File: src/rtl/dmem_arbiter.sv
// Two-master arbiter for a single-port data memory: round-robin with a bounded
// burst, zero-latency grant, and a tag pipe that routes read data back to its issuer.
module dmem_arbiter #(
  parameter int ADDR_W     = 32,
  parameter int DATA_W     = 32,
  parameter int RD_LATENCY = 1,
  parameter int BURST      = 4
) (
  input  logic              clk,
  input  logic              rst,
  input  logic              m0_req,
  input  logic              m0_we,
  input  logic [ADDR_W-1:0] m0_addr,
  input  logic [DATA_W-1:0] m0_wdata,
  output logic              m0_gnt,
  output logic              m0_rvalid,
  output logic [DATA_W-1:0] m0_rdata,
  input  logic              m1_req,
  input  logic              m1_we,
  input  logic [ADDR_W-1:0] m1_addr,
  input  logic [DATA_W-1:0] m1_wdata,
  output logic              m1_gnt,
  output logic              m1_rvalid,
  output logic [DATA_W-1:0] m1_rdata,
  output logic [ADDR_W-1:0] mem_addr,
  output logic [DATA_W-1:0] mem_wdata,
  output logic              mem_we,
  output logic              mem_re,
  input  logic [DATA_W-1:0] mem_rdata
);

  localparam int RUN_W = (BURST < 1) ? 1 : $clog2(BURST + 1);
  localparam logic [RUN_W-1:0] RUN_MAX = RUN_W'(BURST);

  localparam logic [1:0] IDLE = 2'd0;
  localparam logic [1:0] OWN0 = 2'd1;
  localparam logic [1:0] OWN1 = 2'd2;

  logic [1:0]            owner_q, owner_d;
  logic [RUN_W-1:0]      run_q, run_d;
  logic                  last_q, last_d;
  logic [RD_LATENCY-1:0] tag_vld_q, tag_vld_d;
  logic [RD_LATENCY-1:0] tag_id_q, tag_id_d;

  logic req0, req1;
  logic win_vld, win_id, win_we;
  logic ret_vld, ret_id;

  function automatic logic [RUN_W-1:0] sat_inc(input logic [RUN_W-1:0] r);
    return (r >= RUN_MAX) ? RUN_MAX : r + 1'b1;
  endfunction

  // Winner selection: reset masks both requests so every output idles while rst is high.
  always_comb begin
    req0    = m0_req & ~rst;
    req1    = m1_req & ~rst;
    win_vld = 1'b0;
    win_id  = 1'b0;
    if (owner_q == OWN0 && req0 && (run_q < RUN_MAX || !req1)) begin
      win_vld = 1'b1;
      win_id  = 1'b0;
    end else if (owner_q == OWN1 && req1 && (run_q < RUN_MAX || !req0)) begin
      win_vld = 1'b1;
      win_id  = 1'b1;
    end else if (req0 && req1) begin
      win_vld = 1'b1;
      win_id  = ~last_q;
    end else if (req0) begin
      win_vld = 1'b1;
      win_id  = 1'b0;
    end else if (req1) begin
      win_vld = 1'b1;
      win_id  = 1'b1;
    end
  end

  always_comb begin
    win_we    = win_id ? m1_we : m0_we;
    m0_gnt    = win_vld & ~win_id;
    m1_gnt    = win_vld &  win_id;
    mem_addr  = '0;
    mem_wdata = '0;
    mem_we    = 1'b0;
    mem_re    = 1'b0;
    if (win_vld) begin
      mem_addr  = win_id ? m1_addr  : m0_addr;
      mem_wdata = win_id ? m1_wdata : m0_wdata;
      mem_we    = win_we;
      mem_re    = ~win_we;
    end
  end

  always_comb begin
    owner_d = IDLE;
    run_d   = '0;
    last_d  = last_q;
    if (win_vld) begin
      owner_d = win_id ? OWN1 : OWN0;
      run_d   = (owner_d == owner_q) ? sat_inc(run_q) : RUN_W'(1);
      last_d  = win_id;
    end
    tag_vld_d    = tag_vld_q << 1;
    tag_vld_d[0] = mem_re;
    tag_id_d     = tag_id_q << 1;
    tag_id_d[0]  = win_id;
  end

  // Stage boundary: arbitration state and read-tag pipe.
  always_ff @(posedge clk) begin
    if (rst) begin
      owner_q   <= IDLE;
      run_q     <= '0;
      last_q    <= 1'b1;
      tag_vld_q <= '0;
    end else begin
      owner_q   <= owner_d;
      run_q     <= run_d;
      last_q    <= last_d;
      tag_vld_q <= tag_vld_d;
    end
  end

  always_ff @(posedge clk) begin
    tag_id_q <= tag_id_d;
  end

  // Read return: the oldest tag marks which master owns this cycle's mem_rdata.
  always_comb begin
    ret_vld   = tag_vld_q[RD_LATENCY-1] & ~rst;
    ret_id    = tag_id_q[RD_LATENCY-1];
    m0_rvalid = ret_vld & ~ret_id;
    m1_rvalid = ret_vld &  ret_id;
    m0_rdata  = m0_rvalid ? mem_rdata : '0;
    m1_rdata  = m1_rvalid ? mem_rdata : '0;
  end

endmodule

File: config.mk
export PLATFORM = sky130hd
export DESIGN_NAME = dmem_arbiter
export DESIGN_NICKNAME = d
export VERILOG_FILES = /design/src/rtl/dmem_arbiter.sv
export SDC_FILE = /design/constraint.sdc
export NUM_CORES = 1
export LEC_CHECK = 0
export ABC_AREA = 1
export CAP_MARGIN = 20
export CORE_AREA = 2 2 115 117
export CTS_BUF_LIST = sky130_fd_sc_hd__clkbuf_16
export DETAILED_ROUTE_END_ITERATION = 8
export DIE_AREA = 0 0 117 119
export GPL_ROUTABILITY_DRIVEN = 0
export PLACE_DENSITY = 0.64
export SYNTH_ARGS = -nofsm -noshare
export SYNTH_HDL_FRONTEND = slang
export SYNTH_SLANG_ARGS = --single-unit
File: constraint.sdc
create_clock -name clk -period 3.56 [get_ports clk]
set_input_delay 1.068 -clock clk [delete_from_list [all_inputs] [get_ports clk]]
set_output_delay 1.068 -clock clk [all_outputs]
set_load 0.01 [all_outputs]
==> metrics.yaml, run 1 <==
ys_ff_latch: 8
ys_top_cells_by_area: "nand2_1 43%, nor2_1 15%, inv_1 12%"
worstSkewPairLatency_ps: 230
final.period_utilization_pct: 98.0
grt_use_total_pct: 14.1
grt_pass1_vias: 3009
hold_violations: 0
setup_ws_ps: 71.0
final_util_pct: 40.6
cp_data_arrival_time_ps: 2420
cts_root_buffer: "clkbuf_16"
cts_tree: "done"
drc: 0
p_total_mw: 0.878
p_switching_mw: 0.291
multi_input_area_mm2: 0.00122
hpwl_um: 8670
syn_nets: 542
drtIter0Drc: 112
slew_headroom_pct: 85.4
min_path_type: "flip-flop to flip-flop"
nFillCells: 1351
cap_viol_max_count: 0
htree_num_levels: 1
worst_hold_path.num_cells: 2
maxSlewViolCount: 0
crit_path_end_kind: "output port"
worstPathRequired_ps: 2490
initial_core_util_pct: 13.1
vias: 3223
drive_gt1_share_pct: 14.9
grt_max_degree: 23
setup_violations: 0
grt_overflow: 0
wirelength_um: 10900
drt_pre_antenna_iters: 4
die_x_um: 117
r2r_cells: 9
path_clk_slew_ps: 40
seq_area_frac_synth_pct: 9.49
final-seq-area_um2: 160
synthCells: 374
ir_drop_v: 0.000103
port_buffers: 299
n_antenna_cell: 0
fp-row-count: 42
period_needed_ps: 3490
tightest_slew_ps: 218
swShare_pct: 33.1
power_leakage_nw: 3.37
fmax_ghz: 0.287
p_comb_share_pct: 67.0
clock_path_buffers: 2
cts_sinks: 8
cts-buffers-inserted: 3
setup-tns-final_ps: 0
syn_avg_cell_area_um2: 4.51
synth.distinct_cells: 19
p_int_mw: 0.587
seqPwrFrac_pct: 11.4
yosysWarnings: 0
core_area_mm2: 0.0129
die-area_mm2: 0.0139
nets: 860
grt_pass1_wl_um: 15500
status: "completed"
worst-path-max-fanout: 12
antenna_found_initial: 0
pre_cts_ws_ps: -635
synth_area_mm2: 0.00169
routedWlPerCell_um: 12.6
synth_area_leader_cell: "nand2_1"
drtAntennaViolNets: 0
crit_type: "input port to output port"
syn_to_final_growth_pct: 209
rsz0062_at_grt: "yes"
start_kind: "input port"
die_h_um: 119
io_pins: 300
clkPwrFrac_pct: 21.6
vias_per_cell: 3.72
clock_skew_ps: 1.69
synth_top_area_share_pct: 42.7
powerDensity_mw_per_mm2: 168
==> power by group through the flow <==
stage	combinational [mW]	sequential (mW)	clock (mW)
after global routing	0.638	0.101	0.197
after CTS	0.597	0.100	0.193
final	0.589	0.100	0.189
after floorplan	0.193	0.100	0
after global placement	0.589	0.101	0
after detailed placement	0.589	0.101	0
==> cell usage in the layout (no fill, tap or decap), types with 3 or more instances in the layout <==
cell type        netlist  routed
inv_1                 52      51
dlygate4sd2_1          0      41
clkbuf_2               0      25
buf_16                 0       4
nand2_1              192     190
clkbuf_16              0       4
clkdlybuf4s50_1        0     164
inv_2                  4       3
buf_2                  2      13
nand3_1                4       3
buf_12                 0       9
clkdlybuf4s15_1        0      19
nand2_2               12      13
dlymetal6s2s_1         0      35
a21oi_1                3       3
nor2_1                69      69
buf_4                  5      17
dfxtp_1                8       8
==> cell usage after synthesis, drive strengths merged <==
| cell | count |
|---|---|
| nor2 | 72 |
| inv | 56 |
| dfxtp | 8 |
| ha | 2 |
| nand4 | 1 |
| buf | 13 |
| clkbuf | 7 |
| nand3 | 5 |
| nand2 | 204 |
| o21ai | 1 |
| a21oi | 3 |
| nor3 | 2 |
==> worst paths after layout <==
check / startpoint / end / slack (ps)
setup / recovery: m0_req / mem_wdata[10] / 70
hold / removal: last_q / last_q / 470
setup reg to reg: owner_q[0] / tag_vld_q / 2020
hold reg to reg: last_q / last_q / 470
==> critical path: stages <==
cell,delay [ps]
clkdlybuf4s15_2,200
inv_1,60
nor2_2,40
buf_4,130
nor2_4,90
inv_2,60
nand2_4,80
inv_8,50
buf_12,120
buf_16,140
nand2_1,60
nand2_1,40
dlygate4sd2_1,270
==> logic make-up after synthesis <==
group	Yosys count	share of synthesized area (%)
compound gates	4	1.19
fa+ha+maj	2	1.48
flops	8	9.49
simple gates	284	66.8
buf+inv	76	21.1
==> flip-flops by register name (all words and copies together), names as in the netlist <==
signal     cells
last_q         1
ret_id         1
run_q          3
tag_vld_q      1
owner_q        2
==> repair_timing <==
| item | 4_1_cts | 5_1_grt |
|---|---|---|
| buffers inserted | 8 | 0 |
| cloned | 4 | 1 |
| setup endpoints to repair | 134 | 81 |
| pin swaps | 6 | 1 |
| hold buffers | 0 | 0 |
| resized for setup | 170 | 102 |
==> through the flow <==
step	instances	cell area, um2	hold slack, ps
6_report	866	5220	473
5_1_grt	866	5220	497
4_1_cts	865	5190	469
3_5_place_dp	850	4990	457
3_3_place_gp	850	4990	455
2_1_floorplan	374	1690	434
==> per-layer routing <==
layer	vias to the layer above	wire, um	GRT usage, %
li1	1697	-	-
met1	1345	4460	17.2
met2	173	5190	25.3
met3	8	1120	3.00
met4	0	100	2.79
met5	-	0	0
==> layout make-up <==
cell class,count,area share [%]
timing repair buffer,333,63.6
tap,176,4.22
inverter,56,4.31
sequential,8,3.07
clock buffer,3,1.44
multi-input combinational,290,23.4
(Power assumes the default switching activity.)
==> inputs of run 2 (changes only) <==
--- a/config.mk
+++ b/config.mk
@@ -12,7 +12,7 @@
 export DETAILED_ROUTE_END_ITERATION = 8
 export DIE_AREA = 0 0 117 119
 export GPL_ROUTABILITY_DRIVEN = 0
-export PLACE_DENSITY = 0.64
+export PLACE_DENSITY = 0.55
 export SYNTH_ARGS = -nofsm -noshare
 export SYNTH_HDL_FRONTEND = slang
 export SYNTH_SLANG_ARGS = --single-unit
==> metrics.yaml, run 2 (synthesis results as in run 1) <==
setup_ws_ps: 115  # was 71.0 ps
syn_to_final_growth_pct: 205  # was 209%
crit_type: "input port to output port"  # unchanged
ir_drop_v: 0.000105  # was 0.000103 V
placed_cell_area_mm2: 0.00497  # was 0.00499 mm2
cts_tree: "done"  # unchanged
crit_chain: "clkbuf_2, buf_4, nand3_2, nand2_1, nand2_2, nand3_4, nand2_4, inv_8, buf_12, bufbuf_16, nand2_1, nand2_1, buf_2"  # was clkdlybuf4s15_2, inv_1, nor2_2, buf_4, nor2_4, inv_2, nand2_4, inv_8, buf_12, buf_16, nand2_1, nand2_1, dlygate4sd2_1
drtAntennaViolNets: 0  # unchanged
min_path_type: "flip-flop to flip-flop"  # unchanged
cp_slowest_cell: "bufbuf_16"  # was dlygate4sd2_1
n_antenna_cell: 0  # unchanged
crit_path_max_incr_delay_ps: 270  # about the same
drt_pre_antenna_iters: 4  # unchanged
clkPwrFrac_pct: 21.3  # was 21.6%
powerDensity_mw_per_mm2: 171  # was 168 mW/mm2
route.met2.wl_um: 5550  # was 5190 um
cts-buffers-inserted: 3  # unchanged
status: "completed"  # unchanged
regMostFlops: "run_q"  # unchanged
nFillCells: 1428  # was 1351
grt_pass1_wl_um: 16000  # was 15500 um
nets: 861  # was 860
wirelength_um: 11100  # was 10900 um
initial_core_util_pct: 13.1  # unchanged
setup_violations: 0  # unchanged
rsz0062_at_grt: "no"  # was yes
grt_max_degree: 18  # was 23
final_cell_mix: "191 x nand2_1, 165 x clkdlybuf4s50_1, 76 x dlygate4sd2_1"  # was 190 x nand2_1, 164 x clkdlybuf4s50_1, 69 x nor2_1
hpwl_um: 9140  # was 8670 um
p_comb_share_pct: 67.4  # was 67.0%
antenna_found_initial: 0  # unchanged
path_clk_slew_ps: 40  # about the same
p_switching_mw: 0.288  # was 0.291 mW
worstPathRequired_ps: 2490  # about the same
fp-row-count: 42  # unchanged
route.met3.wl_um: 1090  # was 1120 um
period_needed_ps: 3450  # was 3490 ps
die_x_um: 117  # unchanged
drtIter0Drc: 65  # was 112
power_leakage_nw: 2.93  # was 3.37 nW
hold_buffers: 0  # unchanged
vias: 3323  # was 3223
drc: 0  # unchanged
slew_headroom_pct: 88.5  # was 85.4%
top_regs: "run_q: 3 flops, owner_q: 2 flops"  # unchanged
final_common_cell: "nand2_1"  # unchanged
die_h_um: 119  # unchanged
tightest_slew_ps: 172  # was 218 ps
clock_skew_ps: 1.44  # was 1.69 ps
fmax_ghz: 0.290  # was 0.287 GHz
die-area_mm2: 0.0139  # unchanged
crit_top_cell: "nand2_1"  # unchanged
grt_use_total_pct: 14.7  # was 14.1%
maxSlewViolCount: 0  # unchanged
largest_reg_flops: 3  # unchanged
setup-tns-final_ps: 0  # unchanged
seqPwrFrac_pct: 11.3  # was 11.4%
io_pins: 300  # unchanged
pre_cts_ws_ps: -625  # was -635 ps
htree_num_levels: 1  # unchanged
grt_overflow: 0  # unchanged
start_kind: "input port"  # unchanged
p_int_mw: 0.595  # was 0.587 mW
whs_ps: 487  # was 473 ps
crit_path_end_kind: "output port"  # unchanged
cts_root_buffer: "clkbuf_16"  # unchanged
met1Wirelength_um: 4220  # was 4460 um
vias_per_cell: 3.83  # was 3.72
hold_violations: 0  # unchanged
core_area_mm2: 0.0129  # unchanged
final.period_utilization_pct: 96.8  # was 98.0%
drive_gt1_share_pct: 15.3  # was 14.9%
port_buffers: 299  # unchanged
worst-path-max-fanout: 10  # was 12
worstSkewPairLatency_ps: 230  # about the same
grt_pass1_vias: 3159  # was 3009
cap_viol_max_count: 0  # unchanged
cts_sinks: 8  # unchanged
topRoutingLayerUsed: "met4"  # unchanged
routedWlPerCell_um: 12.8  # was 12.6 um
cp_data_arrival_time_ps: 2380  # was 2420 ps
fin_area_mm2: 0.00516  # was 0.00522 mm2
clock_path_buffers: 2  # unchanged
swShare_pct: 32.6  # was 33.1%
run 2: cell types whose count changed in the layout (fill, tap and decap cells not counted), sizes merged:
cell / before / now
dlymetal6s2s: 35 / 0
clkdlybuf4s15: 21 / 23
dlygate4sd2: 41 / 76
buf: 46 / 63
bufbuf: 0 / 3
clkdlybuf4s50: 164 / 165
clkbuf: 29 / 7
inv: 56 / 55
clkinv: 0 / 1
run 2: power groups by stage:
stage | Clock, mW | Combinational [mW] | Sequential (mW)
finish | 0.188 | 0.595 | 0.100
global route | 0.197 | 0.644 | 0.101
CTS | 0.191 | 0.605 | 0.100
detailed placement | 0 | 0.586 | 0.101
global placement | 0 | 0.582 | 0.101
floorplan | 0 | 0.193 | 0.100
run 2: repair_timing:
action | 4_1_cts | 5_1_grt
pin swaps | 4 | 4
buffers inserted | 8 | 0
endpoints found under the setup margin | 134 | 63
gates resized for setup | 279 | 10
gates cloned | 6 | 0
run 2: stage by stage:
stage	util, %	power, mW	cells
floorplan	-	0.293	374
global placement	38.6	0.683	850
detailed placement	38.6	0.687	850
CTS	40.2	0.896	867
global route	40.0	0.942	867
finish	40.0	0.883	867
run 2: path summary, 6_finish.rpt:
kind | to | start | slack [ps] | cells after the start
worst max-delay path | mem_wdata[15] | m0_req | 110 | 13
worst min-delay path | last_q | last_q | 490 | 2
worst max register to register | ret_id | owner_q[0] | 2210 | 8
worst min register to register | last_q | last_q | 490 | 2
run 2: metal layers:
| metal | global-route usage (%) | up-vias |
|---|---|---|
| met3 | 3.92 | 19 |
| li1 | - | 1698 |
| met5 | 0 | - |
| met4 | 3.38 | 0 |
| met1 | 15.7 | 1423 |
| met2 | 28.1 | 183 |
run 2: final cells by class:
| class | instances | area (um2) | share of cell area (%) |
|---|---|---|---|
| multi-input cells | 290 | 1210 | 23.5 |
| inverters | 56 | 230 | 4.46 |
| clock buffers | 3 | 75.1 | 1.46 |
| flip-flops and latches | 8 | 160 | 3.11 |
| repair buffers | 334 | 3260 | 63.2 |
| well taps | 176 | 220 | 4.27 |
run 2: critical path, delay by kind of cell:
family,cells,cell delay (ps)
AND/OR/NAND/NOR,7,510
buffers and inverters,6,790
